===== config.mk =====
export PLATFORM = sky130hd
export DESIGN_NAME = acc_seq_ctrl_flat
export DESIGN_NICKNAME = d
export VERILOG_FILES = /design/src/rtl/acc_ctrl_pkg.sv /design/src/rtl/acc_seq_ctrl_if.sv /design/src/rtl/acc_seq_ctrl.sv /design/src/flat_wrapper.sv
export SDC_FILE = /design/constraint.sdc
export NUM_CORES = 1
export LEC_CHECK = 0
export CAP_MARGIN = 25
export CELL_PAD_IN_SITES_DETAIL_PLACEMENT = 1
export CELL_PAD_IN_SITES_GLOBAL_PLACEMENT = 1
export CORE_AREA = 2 2 405 407
export CTS_BUF_LIST = sky130_fd_sc_hd__clkbuf_2
export CTS_CLUSTER_DIAMETER = 50
export CTS_CLUSTER_SIZE = 14
export DETAILED_ROUTE_END_ITERATION = 12
export DIE_AREA = 0 0 407 409
export PLACE_DENSITY = 0.49
export SETUP_SLACK_MARGIN = 0.15
export SLEW_MARGIN = 20
export SYNTH_ARGS = -nofsm -noshare
export SYNTH_HDL_FRONTEND = slang
export SYNTH_SLANG_ARGS = --single-unit

===== constraint.sdc =====
create_clock -name clk -period 3.01 [get_ports clk]
set_input_delay 0.301 -clock clk [delete_from_list [all_inputs] [get_ports clk]]
set_output_delay 0.301 -clock clk [all_outputs]
set_load 0.03 [all_outputs]

===== src/rtl/acc_ctrl_pkg.sv =====
// rtl/acc_ctrl_pkg.sv - state encoding and parameter defaults for acc_seq_ctrl
package acc_ctrl_pkg;

  localparam int VEC_W_DEF = 256;
  localparam int LEN_W_DEF = 8;
  localparam int TMO_DEF   = 64;

  typedef enum logic [1:0] {
    ST_IDLE  = 2'd0,
    ST_ACCUM = 2'd1,
    ST_WAIT  = 2'd2,
    ST_OUT   = 2'd3
  } state_t;

endpackage


===== src/rtl/acc_seq_ctrl_if.sv =====
// rtl/acc_seq_ctrl_if.sv - upstream, accumulator-side and downstream vector signals
interface acc_seq_ctrl_if
  import acc_ctrl_pkg::*;
#(
  parameter int VEC_W = VEC_W_DEF
);

  logic             s_valid;
  logic             s_ready;
  logic [VEC_W-1:0] s_vector;

  logic             acc_in_valid;
  logic [VEC_W-1:0] acc_in_vector;
  logic             acc_in_accum_done;
  logic             acc_out_valid;
  logic [VEC_W-1:0] acc_out_vector;

  logic             m_valid;
  logic             m_ready;
  logic [VEC_W-1:0] m_vector;

  // slave: the sequencer itself; master: its surroundings
  modport slave (
    input  s_valid, s_vector, acc_out_valid, acc_out_vector, m_ready,
    output s_ready, acc_in_valid, acc_in_vector, acc_in_accum_done, m_valid, m_vector
  );

  modport master (
    output s_valid, s_vector, acc_out_valid, acc_out_vector, m_ready,
    input  s_ready, acc_in_valid, acc_in_vector, acc_in_accum_done, m_valid, m_vector
  );

endinterface


===== src/rtl/acc_seq_ctrl.sv =====
// rtl/acc_seq_ctrl.sv - sequences partial-sum vectors into an external accumulator and returns its result
module acc_seq_ctrl
  import acc_ctrl_pkg::*;
#(
  parameter int VEC_W = VEC_W_DEF,
  parameter int LEN_W = LEN_W_DEF,
  parameter int TMO   = TMO_DEF
) (
  input  logic             clk,
  input  logic             rst_n,
  input  logic [LEN_W-1:0] cfg_len,
  input  logic             start,
  output logic             busy,
  output logic             done,
  output logic             err_len,
  output logic             err_tmo,
  acc_seq_ctrl_if.slave    bus
);

  localparam int TMR_W = $clog2(TMO + 1);

  state_t             r_state;
  state_t             w_state_nxt;
  logic [LEN_W-1:0]   r_len_q;
  logic [LEN_W-1:0]   r_cnt;
  logic [TMR_W-1:0]   r_timer;
  logic               r_acc_in_valid;
  logic [VEC_W-1:0]   r_acc_in_vector;
  logic               r_acc_in_done;
  logic               r_m_valid;
  logic [VEC_W-1:0]   r_m_vector;
  logic               r_done;
  logic               r_err_len;
  logic               r_err_tmo;

  logic               w_hs;
  logic               w_last;
  logic               w_tmo;

  assign w_hs   = bus.s_valid && (r_state == ST_ACCUM);
  assign w_last = (r_cnt == r_len_q - 1'b1);
  assign w_tmo  = (r_timer == TMR_W'(TMO - 1));

  always_ff @(posedge clk or negedge rst_n) begin
    if (!rst_n) r_state <= ST_IDLE;
    else        r_state <= w_state_nxt;
  end

  always_comb begin
    w_state_nxt = r_state;
    case (r_state)
      ST_IDLE:  if (start && (cfg_len != '0)) w_state_nxt = ST_ACCUM;
      ST_ACCUM: if (w_hs && w_last)           w_state_nxt = ST_WAIT;
      ST_WAIT: begin
        // a result arriving on the final timer cycle still wins over the timeout
        if (bus.acc_out_valid) w_state_nxt = ST_OUT;
        else if (w_tmo)        w_state_nxt = ST_IDLE;
      end
      ST_OUT:   if (bus.m_ready)              w_state_nxt = ST_IDLE;
      default:                                w_state_nxt = ST_IDLE;
    endcase
  end

  always_ff @(posedge clk or negedge rst_n) begin
    if (!rst_n) begin
      r_len_q         <= '0;
      r_cnt           <= '0;
      r_timer         <= '0;
      r_acc_in_valid  <= 1'b0;
      r_acc_in_vector <= '0;
      r_acc_in_done   <= 1'b0;
      r_m_valid       <= 1'b0;
      r_m_vector      <= '0;
      r_done          <= 1'b0;
      r_err_len       <= 1'b0;
      r_err_tmo       <= 1'b0;
    end else begin
      r_acc_in_valid <= 1'b0;
      r_acc_in_done  <= 1'b0;
      r_done         <= 1'b0;
      case (r_state)
        ST_IDLE: begin
          if (start && (cfg_len != '0)) begin
            r_len_q <= cfg_len;
            r_cnt   <= '0;
          end else if (start) begin
            r_err_len <= 1'b1;
          end
        end
        ST_ACCUM: begin
          if (w_hs) begin
            r_acc_in_valid  <= 1'b1;
            r_acc_in_vector <= bus.s_vector;
            r_acc_in_done   <= w_last;
            // cnt stops at len_q on the last handshake, so it cannot wrap
            r_cnt           <= r_cnt + 1'b1;
            if (w_last) r_timer <= '0;
          end
        end
        ST_WAIT: begin
          if (bus.acc_out_valid) begin
            r_m_vector <= bus.acc_out_vector;
            r_m_valid  <= 1'b1;
          end else if (w_tmo) begin
            r_err_tmo <= 1'b1;
          end else begin
            r_timer <= r_timer + 1'b1;
          end
        end
        ST_OUT: begin
          if (bus.m_ready) begin
            r_m_valid <= 1'b0;
            r_done    <= 1'b1;
          end
        end
        default: ;
      endcase
    end
  end

  assign busy                  = (r_state != ST_IDLE);
  assign done                  = r_done;
  assign err_len               = r_err_len;
  assign err_tmo               = r_err_tmo;
  assign bus.s_ready           = (r_state == ST_ACCUM);
  assign bus.acc_in_valid      = r_acc_in_valid;
  assign bus.acc_in_vector     = r_acc_in_vector;
  assign bus.acc_in_accum_done = r_acc_in_done;
  assign bus.m_valid           = r_m_valid;
  assign bus.m_vector          = r_m_vector;

endmodule


===== src/flat_wrapper.sv =====
// flat-port wrapper written by rule: the top's interface ports become plain ports
module acc_seq_ctrl_flat import acc_ctrl_pkg::*;
#(
  parameter int VEC_W = VEC_W_DEF,
  parameter int LEN_W = LEN_W_DEF,
  parameter int TMO   = TMO_DEF
)
  (clk, rst_n, cfg_len, start, busy, done, err_len, err_tmo, bus_s_valid, bus_s_vector, bus_acc_out_valid, bus_acc_out_vector, bus_m_ready, bus_s_ready, bus_acc_in_valid, bus_acc_in_vector, bus_acc_in_accum_done, bus_m_valid, bus_m_vector);
  acc_seq_ctrl_if #(.VEC_W(VEC_W)) bus_i ();
  input  logic clk;
  input  logic rst_n;
  input  logic [LEN_W-1:0] cfg_len;
  input  logic start;
  output logic busy;
  output logic done;
  output logic err_len;
  output logic err_tmo;
  input wire logic [$bits(bus_i.s_valid)-1:0] bus_s_valid;
  input wire logic [$bits(bus_i.s_vector)-1:0] bus_s_vector;
  input wire logic [$bits(bus_i.acc_out_valid)-1:0] bus_acc_out_valid;
  input wire logic [$bits(bus_i.acc_out_vector)-1:0] bus_acc_out_vector;
  input wire logic [$bits(bus_i.m_ready)-1:0] bus_m_ready;
  output wire logic [$bits(bus_i.s_ready)-1:0] bus_s_ready;
  output wire logic [$bits(bus_i.acc_in_valid)-1:0] bus_acc_in_valid;
  output wire logic [$bits(bus_i.acc_in_vector)-1:0] bus_acc_in_vector;
  output wire logic [$bits(bus_i.acc_in_accum_done)-1:0] bus_acc_in_accum_done;
  output wire logic [$bits(bus_i.m_valid)-1:0] bus_m_valid;
  output wire logic [$bits(bus_i.m_vector)-1:0] bus_m_vector;
  assign bus_i.s_valid = bus_s_valid;
  assign bus_i.s_vector = bus_s_vector;
  assign bus_i.acc_out_valid = bus_acc_out_valid;
  assign bus_i.acc_out_vector = bus_acc_out_vector;
  assign bus_i.m_ready = bus_m_ready;
  assign bus_s_ready = bus_i.s_ready;
  assign bus_acc_in_valid = bus_i.acc_in_valid;
  assign bus_acc_in_vector = bus_i.acc_in_vector;
  assign bus_acc_in_accum_done = bus_i.acc_in_accum_done;
  assign bus_m_valid = bus_i.m_valid;
  assign bus_m_vector = bus_i.m_vector;
  acc_seq_ctrl #(.VEC_W(VEC_W), .LEN_W(LEN_W), .TMO(TMO)) u_core (.clk(clk), .rst_n(rst_n), .cfg_len(cfg_len), .start(start), .busy(busy), .done(done), .err_len(err_len), .err_tmo(err_tmo), .bus(bus_i));
endmodule

==> results of run 1 <==
==> Yosys cell counts, types with 2 or more instances <==
cell	count	area [sq um]
buf_2	45	225
mux2_2	260	2930
o21ai_0	13	65.1
or3_1	2	12.5
nor3_1	3	15.0
and3_1	6	37.5
nor2_1	17	63.8
a31oi_1	2	12.5
clkbuf_1	34	128
ha_1	3	37.5
inv_1	10	37.5
nand2b_1	4	25.0
nand2_1	784	2940
nand3_1	2	10.0
xor2_1	11	96.3
or2_2	3	18.8
a211o_1	2	17.5
nand4_1	8	50.1
nor2b_1	3	18.8
xnor2_1	5	43.8
a211oi_1	2	15.0
buf_1	8	30.0
nor4_1	2	12.5
dfrtp_1	543	13600
==> through the flow <==
step / worst slack [ns] / hold slack, ns / util / cells / cell area (sq um)
after floorplan: 0.799 / 0.00541 / - / 1791 / 20600
after detailed placement: 0.330 / 0.379 / 0.210 / 4971 / 34000
after global placement: 0.387 / 0.384 / 0.210 / 4971 / 34000
==> kinds of logic after synthesis <==
logic type,count (synthesis),synth area share
mux,261,0.143
simple gates,843,0.160
buf+inv,97,0.0204
xor+xnor,16,0.00680
fa+ha+maj,3,0.00182
flops,543,0.659
compound gates,28,0.00910
==> out/results.txt, run 1 <==
The flow did not finish. The stage at which the run stopped was clock tree synthesis. The first error in the log reads "[ERROR RSZ-0060] Max buffer count reached". Synthesis produced a netlist whose cell count is 1791. The H-tree generated during clock tree synthesis spans 3 levels.

Counting along the longest clock path gives a buffer depth of 3. The final weighted congestion in routability-driven placement came out at 0.789. The synthesis-stage register bit count works out to 543. CTS root buffer: clkbuf_2.

The height of the die works out to 409 um. Once the clock tree was built, the resizer swapped 815 gates to a different size. Counting every sink on the clock net gives 543. The number of buffers added for setup after CTS is 0, and the proportion of register bits with asynchronous set or reset after synthesis is 1.00. The count of buffers from port buffering is 1045, and the detailed placement HPWL is 83900 um.

The number of different library cells used by synthesis comes to 43. Counting every net in the synthesized netlist gives 2320. The Yosys step of the flow raised 0 warnings. For the initial core utilization, the log shows 0.127.

The tools report the fraction of the yosys area taken by sequential cells as 0.659. For this run, the leading register cell type out of synthesis is dfrtp_1. The run gives 148 as the row count. The horizontal die dimension is 407 um. The hold buffer count at cts was 1029; the total clock buffers created by CTS was 92.

Dividing the synthesized area by the synthesized cell count gives 11.5 sq um. 1046 I/O pins were placed. The number of synthesized flops with an enable pin is 0. The synthesized area came out at 20600 sq um.
==> inputs of run 2 (changes only) <==
==> config.mk (replaced) <==
export PLATFORM = sky130hd
export DESIGN_NAME = acc_seq_ctrl_flat
export DESIGN_NICKNAME = d
export VERILOG_FILES = /design/src/rtl/acc_ctrl_pkg.sv /design/src/rtl/acc_seq_ctrl_if.sv /design/src/rtl/acc_seq_ctrl.sv /design/src/flat_wrapper.sv
export SDC_FILE = /design/constraint.sdc
export NUM_CORES = 1
export LEC_CHECK = 0
export CAP_MARGIN = 25
export CORE_AREA = 2 2 402 404
export DETAILED_ROUTE_END_ITERATION = 12
export DIE_AREA = 0 0 404 406
export PLACE_DENSITY_LB_ADDON = 0.15
export SLEW_MARGIN = 20
export SYNTH_ARGS = -nofsm -noshare
export SYNTH_HDL_FRONTEND = slang
export SYNTH_SLANG_ARGS = --single-unit
==> out/results.txt, run 2 <==
Counting I/O delays and the setup requirement, the final critical path takes 2.61 ns. The slack of the critical path was 0.396 ns; the number of cells in the finished layout apart from fillers was 5034. The share of post-route cells with drive strength above 1 was 0.151. The number of global-route vias before repair is 17800, and the number of cells traversed by the worst hold path is 3. STA classifies the critical path endpoint as an output port. Overall power consumption after layout is estimated at 39100 uW. I/O pin count: 1046. The first detailed-routing pass ran for 4 iterations. Timing would allow up to 383 MHz.

The clock arrives with 0.0219 ns of skew. The compound-gate portion of the synthesized area came out at 0.00910. The clock network power share came out at 0.238. The area share of fa/ha/maj cells after synthesis works out to 0.00182. For the static leakage power, the log shows 0.0165 uW.

During placement, the flow inserted port buffers numbering 1045. For the number of cells produced by synthesis, the log shows 1791. Setup repair after global routing left no endpoint under its margin. Detailed-route wire length: 102000 um. Number of setup violations in the final report: 0. The global router's overall resource usage was 0.120; the horizontal die dimension was 404 um.

The critical setup path kind was flop to output port. Dominant combinational cell family by area after synthesis: simple AND/OR/NAND/NOR gates. Across all register-to-register paths, the minimum setup slack is 0.42 ns. In this run, synthesis inferred 0 flip-flops with an integrated enable. The proportion of register bits with asynchronous set or reset after synthesis is 1.00, and the depth of the CTS H-tree is 3. The total count of max-transition violations in the final report was 0; the maximum root-to-sink buffer count was 3. The logs give 0.455 for the part of the total power dissipated in combinational logic and 20600 sq um for the synthesized area. The worst hold path belongs to the class input port to flop. The via count normalized by instance count works out to 3.37.

The routed wire length per instance is 20.2 um, and the switching share of power is 0.407. The synthesized design spends more area on one cell type than any other, namely dfrtp_1. For the aggregate global routing overflow, the log shows 0. The portion of the clock cycle consumed by the worst path in the final layout works out to 0.869.

The tools report the worst-case headroom to the max-slew limit as 0.509. The first-pass GRT wire length was 140000 um; the transition at the pin with the smallest max-transition slack was 0.736 ns. By area the synthesized netlist is led by dfrtp_1 66%, nand2_1 14%, mux2_2 14%.

Clock-pin slew was measured on the worst setup and hold paths at 0.06 ns. For this block, the initial DRC count from the detailed router was 643. The multiplexer share of the synthesized area was 0.143. TritonCTS built the clock tree. Counting tap cells, the placed design contains a total of 4883 instances.

The area growth from synthesis to layout is 77.2%. The final number of hold-violating endpoints was 0; the area of the placeable core was 160000 sq um. Startpoint type of the worst setup path: a flop. The detailed placement HPWL was 78500 um.

The clock sink count was 543; the initial core utilization was 0.129. Yosys printed 0 warnings. The most common cell after layout, fill and taps aside was clkdlybuf4s50_1.

Internal power comes to 23200 uW. The fraction of power consumed by sequential logic came out at 0.306. The die is 406 um tall. nand2_1 is the most common cell in the netlist. The routed layout has 16900 vias. The final weighted congestion in routability-driven placement was 0.752; the share of Yosys cell area claimed by the top area cell type was 0.659. At the worst endpoint, the required time is 2.71 ns. The number of nets in the synthesized netlist is 2320. The average instance in the mapped netlist occupies 11.5 sq um. In the final design database the tool counted 3405 nets. The fraction of the mapped netlist area in simple logic gates is 0.160.

The biggest fanout along the worst timing path works out to 10. The count of nets left with antenna violations once routing finished came out at 0. Post-CTS timing repair inserted 0 buffers for setup. Counting the fill cells in the layout gives 17200. Data arrives at the worst endpoint at 2.31 ns.

The final core utilization was 0.229; the clock latency reported for the late side of the worst-skew pair was 0.65 ns. Setup total negative slack: 0 ns. In the synthesized netlist the dominant register cell turns out to be dfrtp_1. The die covers 164000 sq um. Counting the buffers created by CTS gives 76. Entering global routing, the biggest net connects 95 pins.

After detailed routing, the number of remaining DRC violations is 0. The row count was 147. The library cells used most frequently in the layout, excluding fill and tap cells, are 1044 x clkdlybuf4s50_1, 782 x nand2_1, 543 x dfrtp_1.

The total power per unit cell area is 1070 nW/um^2, and the worst vdd rail ir drop is 0.401 mV. Counting cells, the worst reg-to-reg path comes to 8. Xor and xnor fraction of the mapped netlist area: 0.00680. For the number of library cell types mapped by synthesis, the log shows 43. The run finished with clean final reports. The tool flagged a number of max-cap violations equal to 0. For the initial antenna violation count, the log shows 32. By count the netlist is led by 784 x nand2_1, 543 x dfrtp_1, 260 x mux2_2. The run gives 0.358 ns as the worst setup timing slack at the placement stage.

After synthesis the netlist holds a flip-flop and latch count of 543. The analysis attributes to net switching a power of 15900 uW. Fraction of the yosys area taken by sequential cells: 0.659.

CTS placed an instance of clkbuf_16 at the clock tree root.
-- run 2: cell counts after synthesis --
Identical to the previous run, type by type.
-- run 2: power by group through the flow --
stage / combinational (uW) / clock (uW) / sequential, uW
final: 17800 / 9310 / 12000
after CTS: 18200 / 9810 / 12000
after detailed placement: 18200 / 0 / 12100
after global placement: 18200 / 0 / 12100
after floorplan: 3430 / 0 / 17500
after global routing: 18900 / 10100 / 12400
-- run 2: cell families (layout without fill, tap and decap cells) --
logic type / count (synthesis) / after routing
compound gates: 28 / 28
xor+xnor: 16 / 16
fa+ha+maj: 3 / 3
buf+inv: 97 / 1240
flops: 543 / 543
mux: 261 / 261
other cells: 0 / 14
simple gates: 843 / 843
-- run 2: path summary, 6_finish.rpt --
path	startpoint	end
worst max-delay path	u_core.r_state[0]	bus_s_ready
worst min-delay path	bus_s_vector[158]	u_core.bus.acc_in_vector[158]
worst max register to register	u_core.r_len_q[0]	u_core.r_timer[5]
worst min register to register	u_core.err_tmo	u_core.err_tmo
max in group asynchronous	rst_n	u_core.bus.acc_in_vector[49]
min in group asynchronous	rst_n	u_core.bus.m_vector[6]
-- run 2: layout make-up --
cell class / instances / area, sq um / share of cell area
flip-flops and latches: 543 / 13600 / 0.372
multi-input cells: 1151 / 6620 / 0.181
repair buffers: 1094 / 11100 / 0.303
diodes: 14 / 35.0 / 0.000959
clock buffers: 115 / 2310 / 0.0632
clock inverters: 21 / 262 / 0.00716
well taps: 2086 / 2610 / 0.0714
inverters: 10 / 45.0 / 0.00123
-- run 2: metrics by stage --
stage | instance area, sq um | hold slack [ns]
3_5_place_dp | 33900 | 0.358
4_1_cts | 36500 | 0.0596
6_report | 36500 | 0.158
2_1_floorplan | 20600 | 0.00541
3_3_place_gp | 33900 | 0.360
5_1_grt | 36500 | 0.0943
-- run 2: repair_timing --
action / in CTS / in global routing
hold buffers: 1 / 0
gates resized for setup: 0 / 0
endpoints found under the hold margin: 48 / 0
-- run 2: worst max-delay path, stage by stage (launching register included) --
cell and delay [ns]:
dfrtp_1 0.51, nor2b_1 0.34, clkdlybuf4s50_1 0.81
-- run 2: routing by layer --
layer,track usage,vias up,wire length (um)
li1,-,7958,-
met1,0.129,8176,37800
met2,0.211,639,52400
met3,0.0476,162,8700
met4,0.0432,6,2970
met5,0,-,34
No activity file was read; power rests on OpenSTA's default activity.
==> inputs of run 3 (changes only) <==
--- a/config.mk
+++ b/config.mk
@@ -5,6 +5,7 @@
 export SDC_FILE = /design/constraint.sdc
 export NUM_CORES = 1
 export LEC_CHECK = 0
+export ABC_CLOCK_PERIOD_IN_PS = 3010
 export CAP_MARGIN = 25
 export CORE_AREA = 2 2 402 404
 export DETAILED_ROUTE_END_ITERATION = 12
==> constraint.sdc (replaced) <==
create_clock -name clk -period 3.01 [get_ports clk]
set_input_delay 0.4515 -clock clk [delete_from_list [all_inputs] [get_ports clk]]
set_output_delay 0.4515 -clock clk [all_outputs]
set_load 0.03 [all_outputs]
==> out/results.txt, run 3 (synthesis gave the netlist of run 2 again) <==
For the detailed placement HPWL, the log shows 80400 um. The setup total negative slack was 0 ns. Power spread over the standard cell area amounts to 1070 nW/um^2.

TritonCTS built the clock tree. The tools report the source of the critical timing path as u_core.r_state[0]. For the worst setup path, the data required time is 2.56 ns. The standard cell with the maximum stage delay on the critical path is clkdlybuf4s50_1. Hold is met by 0.313 ns. The number of setup violations in the final report is 0. The flow ran to the end, and the final reports show no timing, DRC or antenna violations. The stage delay of the slowest cell on the critical path is 0.77 ns, and the data arrival time at the worst-slack endpoint is 2.22 ns.

For the detailed-route wire length, the log shows 103000 um. The setup path with the least slack is of type flop to output port. The number of remaining DRC errors is 0.

The biggest fanout along the worst timing path works out to 10. Measured along the x axis, the die boundary spans 404 um. Row generation in the floorplan step produced 147 rows. The total clock buffers created by CTS is 78, and the via count normalized by instance count is 3.37. The height of the die was 406 um; the worst vdd rail ir drop was 0.501 mV. The number of detailed-route iterations in the first pass is 4, and the static leakage power is 0.0166 uW. The final number of hold-violating endpoints came out at 0. The category of the worst setup path capture point was an output port. Clock-pin slew was measured on the worst setup and hold paths at 0.06 ns.

Type of the tightest min-delay check: input port to flop. The number of violations of the max-capacitance limit is 0, and the portion of the clock cycle consumed by the worst path in the final layout is 0.887. The share of post-route cells with drive strength above 1 is 0.154. STA classifies the critical path startpoint as a flop. Routed wire length per instance: 20.5 um. Traced cell by cell, the critical path runs through nor2b_1 > clkdlybuf4s50_1.

In this run the count of I/O pins placed on the die edge is 1046. The depth of the CTS H-tree was 3; the maximum root-to-sink buffer count was 3. Setup repair after global routing left no endpoint under its margin. In this run the critical register-to-register path is captured at u_core.r_timer[0]. The total via count after detailed routing is 17000.

The floorplan step defined a core boundary enclosing 160000 sq um. The logs give 0.759 for the final weighted congestion in routability-driven placement and 3416 for the final layout net count. The logs give 0 for the total count of max-transition violations in the final report and 0.0307 ns for the largest clock skew in the final design. For this run the aggregate overflow at the end of global routing stands at 0. For the initial antenna violation count, the log shows 25. The worst register-to-register path begins at u_core.r_len_q[0]. The clock period could shrink to 2.67 ns.

At the pin with the least slew margin, the transition time is 0.679 ns. The tools report the critical path endpoint as bus_s_ready. The worst register-to-register path has a depth of 8.

The worst-case headroom to the max-slew limit was 0.547; the first-pass GRT wire length was 143000 um. Global router's overall resource usage: 0.122. In this run the clock root is driven by a clkbuf_16. Entering global routing, the biggest net connects 85 pins. The run gives 691 as the number of design-rule violations left by the first detailed-router iteration. Input and output buffers added on the ports amount to 1045. The clock sink count was 543; the overall power of the completed layout was 39100 uW. The worst setup slack for register-to-register paths is 0.43 ns. Based on the critical path, the design can be clocked at up to 375 MHz.

The tools report the total die area as 164000 sq um. Relative to the synthesized area, the layout overhead comes to 77.5%. The most common cell after layout, fill and taps aside was clkdlybuf4s50_1.

The count of nets left with antenna violations once routing finished came out at 0. The later pin in the worst-skew pair is clocked with a latency of 0.66 ns. The post-cts gate resize count is 0, and the initial core utilization is 0.129. The tools report the number of global-route vias before repair as 18200. In the layout the commonest cells are 1044 x clkdlybuf4s50_1, 782 x nand2_1, 543 x dfrtp_1.
[run 3: cell count changes in the layout (fill, tap and decap cells not counted), sizes merged]
cell    change
buf         +9
bufinv      -2
clkbuf      +3
clkinv      +7
diode       -1
inv         -1
[run 3: timing repair]
action / CTS / global route
hold endpoints to repair: 34 / 0
setup buffers: 0 / 0
hold buffers: 1 / 0
[run 3: per-layer routing]
layer,track usage,vias up,part of all wire
met5,0,-,0.00058
met4,0.0385,10,0.026
met1,0.131,8246,0.37
li1,-,7962,-
met3,0.0506,142,0.093
met2,0.216,632,0.51
[run 3: worst min path at each step]
stage	start	to	slack (ns)	depth (start not counted)
4_1_cts	bus_s_vector[194]	u_core.bus.acc_in_vector[194]	0.21	3
5_1_grt	bus_s_vector[202]	u_core.bus.acc_in_vector[202]	0.25	3
3_3_place_gp	rst_n	u_core.bus.acc_in_vector[185]	0.42	1
2_1_floorplan	rst_n	u_core.bus.acc_in_accum_done	0.16	0
3_5_place_dp	rst_n	u_core.bus.acc_in_vector[185]	0.42	1
6_report	bus_s_vector[205]	u_core.bus.acc_in_vector[205]	0.31	3
[run 3: layout make-up]
cell class | count | area, sq um
fill | 17300 | 123000
inverter | 10 | 45.0
clock inverter | 25 | 235
clock buffer | 118 | 2320
antenna | 13 | 32.5
timing repair buffer | 1103 | 11100
tap | 2086 | 2610
multi-input combinational | 1151 | 6620
sequential | 543 | 13600
[run 3: per-stage QoR]
step | std cells | setup slack, ns | utilization | cell area, sq um
after detailed placement | 4892 | 0.376 | 0.213 | 34000
after global routing | 5045 | 0.134 | 0.229 | 36600
after global placement | 4892 | 0.358 | 0.213 | 34000
after CTS | 5036 | 0.224 | 0.229 | 36600
after floorplan | 1791 | 0.799 | - | 20600
final | 5049 | 0.341 | 0.229 | 36600
[run 3: report_power, final]
| part | switching, uW | internal, uW |
|---|---|---|
| Clock | 3760 | 5450 |
| Combinational | 10500 | 7340 |
| Sequential | 1810 | 10200 |
[run 3: worst max-delay path, delay by kind of cell (launching register included)]
kind | cells | cell delay, ns
simple gates | 1 | 0.31
flops | 1 | 0.50
buf+inv | 1 | 0.77
==> inputs of run 4 (changes only) <==
--- a/config.mk
+++ b/config.mk
@@ -11,6 +11,7 @@
 export DETAILED_ROUTE_END_ITERATION = 12
 export DIE_AREA = 0 0 404 406
 export PLACE_DENSITY_LB_ADDON = 0.15
+export REMOVE_ABC_BUFFERS = 1
 export SLEW_MARGIN = 20
 export SYNTH_ARGS = -nofsm -noshare
 export SYNTH_HDL_FRONTEND = slang
==> constraint.sdc (replaced) <==
create_clock -name clk -period 3.01 [get_ports clk]
set_input_delay 0.4515 -clock clk [delete_from_list [all_inputs] [get_ports clk]]
set_output_delay 0.4515 -clock clk [all_outputs]
set_load 0.01 [all_outputs]
==> out/results.txt, run 4 (synthesis gave the netlist of run 2 again) <==
The share of post-route cells with drive strength above 1 is 0.151. The total count of max-transition violations in the final report is 0. The final core utilization is 0.229, and the worst vdd rail ir drop is 0.410 mV. The clock period could shrink to 2.56 ns. For the total die area, the log shows 164000 sq um. The data arrival time at the worst-slack endpoint came out at 2.11 ns. The worst register-to-register path begins at u_core.r_len_q[0]. The run gives 18200 as the number of global-route vias before repair. For the final database, setup skew stands at 0.0223 ns. The transition at the pin with the smallest max-transition slack is 0.641 ns, and the first-pass GRT wire length is 147000 um. The later pin in the worst-skew pair is clocked with a latency of 0.65 ns. For this run the aggregate overflow at the end of global routing stands at 0. Leaving out fill and tap cells, the most frequent cell in the layout is clkdlybuf4s50_1. Max-cap violations in this run came to 0.

The final number of hold-violating endpoints is 0, and the worst setup slack for register-to-register paths is 0.45 ns. The worst-case headroom to the max-slew limit was 0.571. In this run the clock root is driven by a clkbuf_16. Global router's overall resource usage: 0.127.

Wires add up to 108000 um. The worst setup path is captured at an output port. The congestion estimate from routability-driven global placement came to 0.766. The detailed router placed 17100 vias in this run.

The number of remaining DRC errors was 0; the detailed placement HPWL was 85000 um. After floorplanning, the core was sized to cover 160000 sq um. The clock drives 543 sinks.

Data on the critical path is required at its endpoint by 2.56 ns. The clock slew at the register clock pins of the worst setup and hold paths works out to 0.05 ns. In the final design database the tool counted 3414 nets.

The run gives 0 ns as the setup total negative slack. STA classifies the critical path startpoint as a flop. After filler insertion, the fill cell instance count of the layout stands at 17100. The critical setup path kind was flop to output port.

The run finished with clean final reports. The number of buffers added for setup after CTS was 0; the initial core utilization was 0.129. For this design the ratio of total power to cell area is 950 nW/um^2. The pre-antenna-repair detailed-routing pass consisted of 4 iterations.

In this run the worst path has a maximum fanout of 10. Summed over all cells, the static leakage comes to 0.0165 uW. After detailed routing, the average wire length per cell comes to 21.4 um. The type of the tightest min-delay check was input port to async pin. The count of buffers from port buffering works out to 1045. The tools report the source of the critical timing path as u_core.r_state[0]. In the layout the commonest cells are 1044 x clkdlybuf4s50_1, 782 x nand2_1, 543 x dfrtp_1. Entering global routing, the biggest net connects 77 pins. The depth of the CTS H-tree was 3; the cell area after placement was 34000 sq um. In this run the horizontal extent of the chip is 404 um. The height of the die is 406 um, and the total clock buffers created by CTS is 76.

In this run the remaining antenna-violating nets after routing total 0. The area added between synthesis and finish is 77.1%. For this run, the top clock speed supported by timing is 391 MHz.

After the first detailed-routing iteration, the DRC count stood at 652. TritonCTS built the clock tree. The portion of the clock cycle consumed by the worst path in the final layout is 0.851, and the post-route standard cell area excluding fillers is 36500 sq um. The number of setup violations in the final report was 0; the initial antenna violation count was 38. The logs give 3 for the maximum root-to-sink buffer count and 147 for the row count.

The via count normalized by instance count was 3.39. Setup repair after global routing left no endpoint under its margin. In this run the count of I/O pins placed on the die edge is 1046.
==> run 4: cell types whose count changed in the layout (fill, tap and decap cells not counted), moves of 2 or more <==
cell,change
clkbuf_1,-4
clkbuf_16,-4
buf_12,+4
clkinvlp_4,-2
clkbuf_8,+6
buf_4,-4
clkinv_2,-7
==> run 4: layout make-up <==
cell class              count  area (sq um)  area share
flip-flops and latches    543         13600       0.372
repair buffers           1103         11200       0.307
multi-input cells        1151          6620       0.181
well taps                2086          2610      0.0715
clock buffers             116          2290      0.0628
clock inverters            13           126     0.00346
inverters                  10          45.0     0.00123
diodes                     14          35.0    0.000960
==> run 4: worst max-delay path: stages, from the launching register on <==
cell             delay, ns
dfrtp_1               0.51
nor2b_1               0.33
clkdlybuf4s50_1       0.62
==> run 4: path summary, 6_finish.rpt <==
kind	to	cells past startpoint
min in group clk	u_core.bus.acc_in_vector[230]	3
worst max register to register	u_core.r_timer[0]	8
max in group asynchronous	u_core.bus.m_vector[156]	4
worst min-delay path	u_core.bus.m_vector[176]	2
worst max-delay path	bus_s_ready	2
worst min register to register	u_core.bus.acc_in_vector[180]	2
==> run 4: routing by layer <==
metal  up-vias  track usage  wire length, um
met2       693        0.212            52000
met1      8256        0.143            41900
li1       7952            -                -
met3       161       0.0575            10800
met4        18       0.0428             3020
met5         -      0.00268              167
==> run 4: metrics by stage <==
stage | setup slack (ns) | power, uW | instances | hold slack, ns
6_report | 0.450 | 34700 | 5036 | 0.299
5_1_grt | 0.196 | 36900 | 5027 | 0.273
4_1_cts | 0.341 | 35700 | 5022 | 0.224
3_5_place_dp | 0.422 | 26300 | 4892 | 0.416
3_3_place_gp | 0.422 | 26400 | 4892 | 0.421
2_1_floorplan | -8.94 | 16600 | 1704 | 0.156
==> run 4: power by group <==
group | leakage, uW | switching [uW] | internal [uW]
Combinational | 0.00840 | 6410 | 7390
Sequential | 0.00694 | 1770 | 10200
Clock | 0.00119 | 3620 | 5230
==> run 4: timing repair <==
action                    4_1_cts  5_1_grt
resized for setup               0        0
hold endpoints to repair       38        0
hold buffers                    1        0
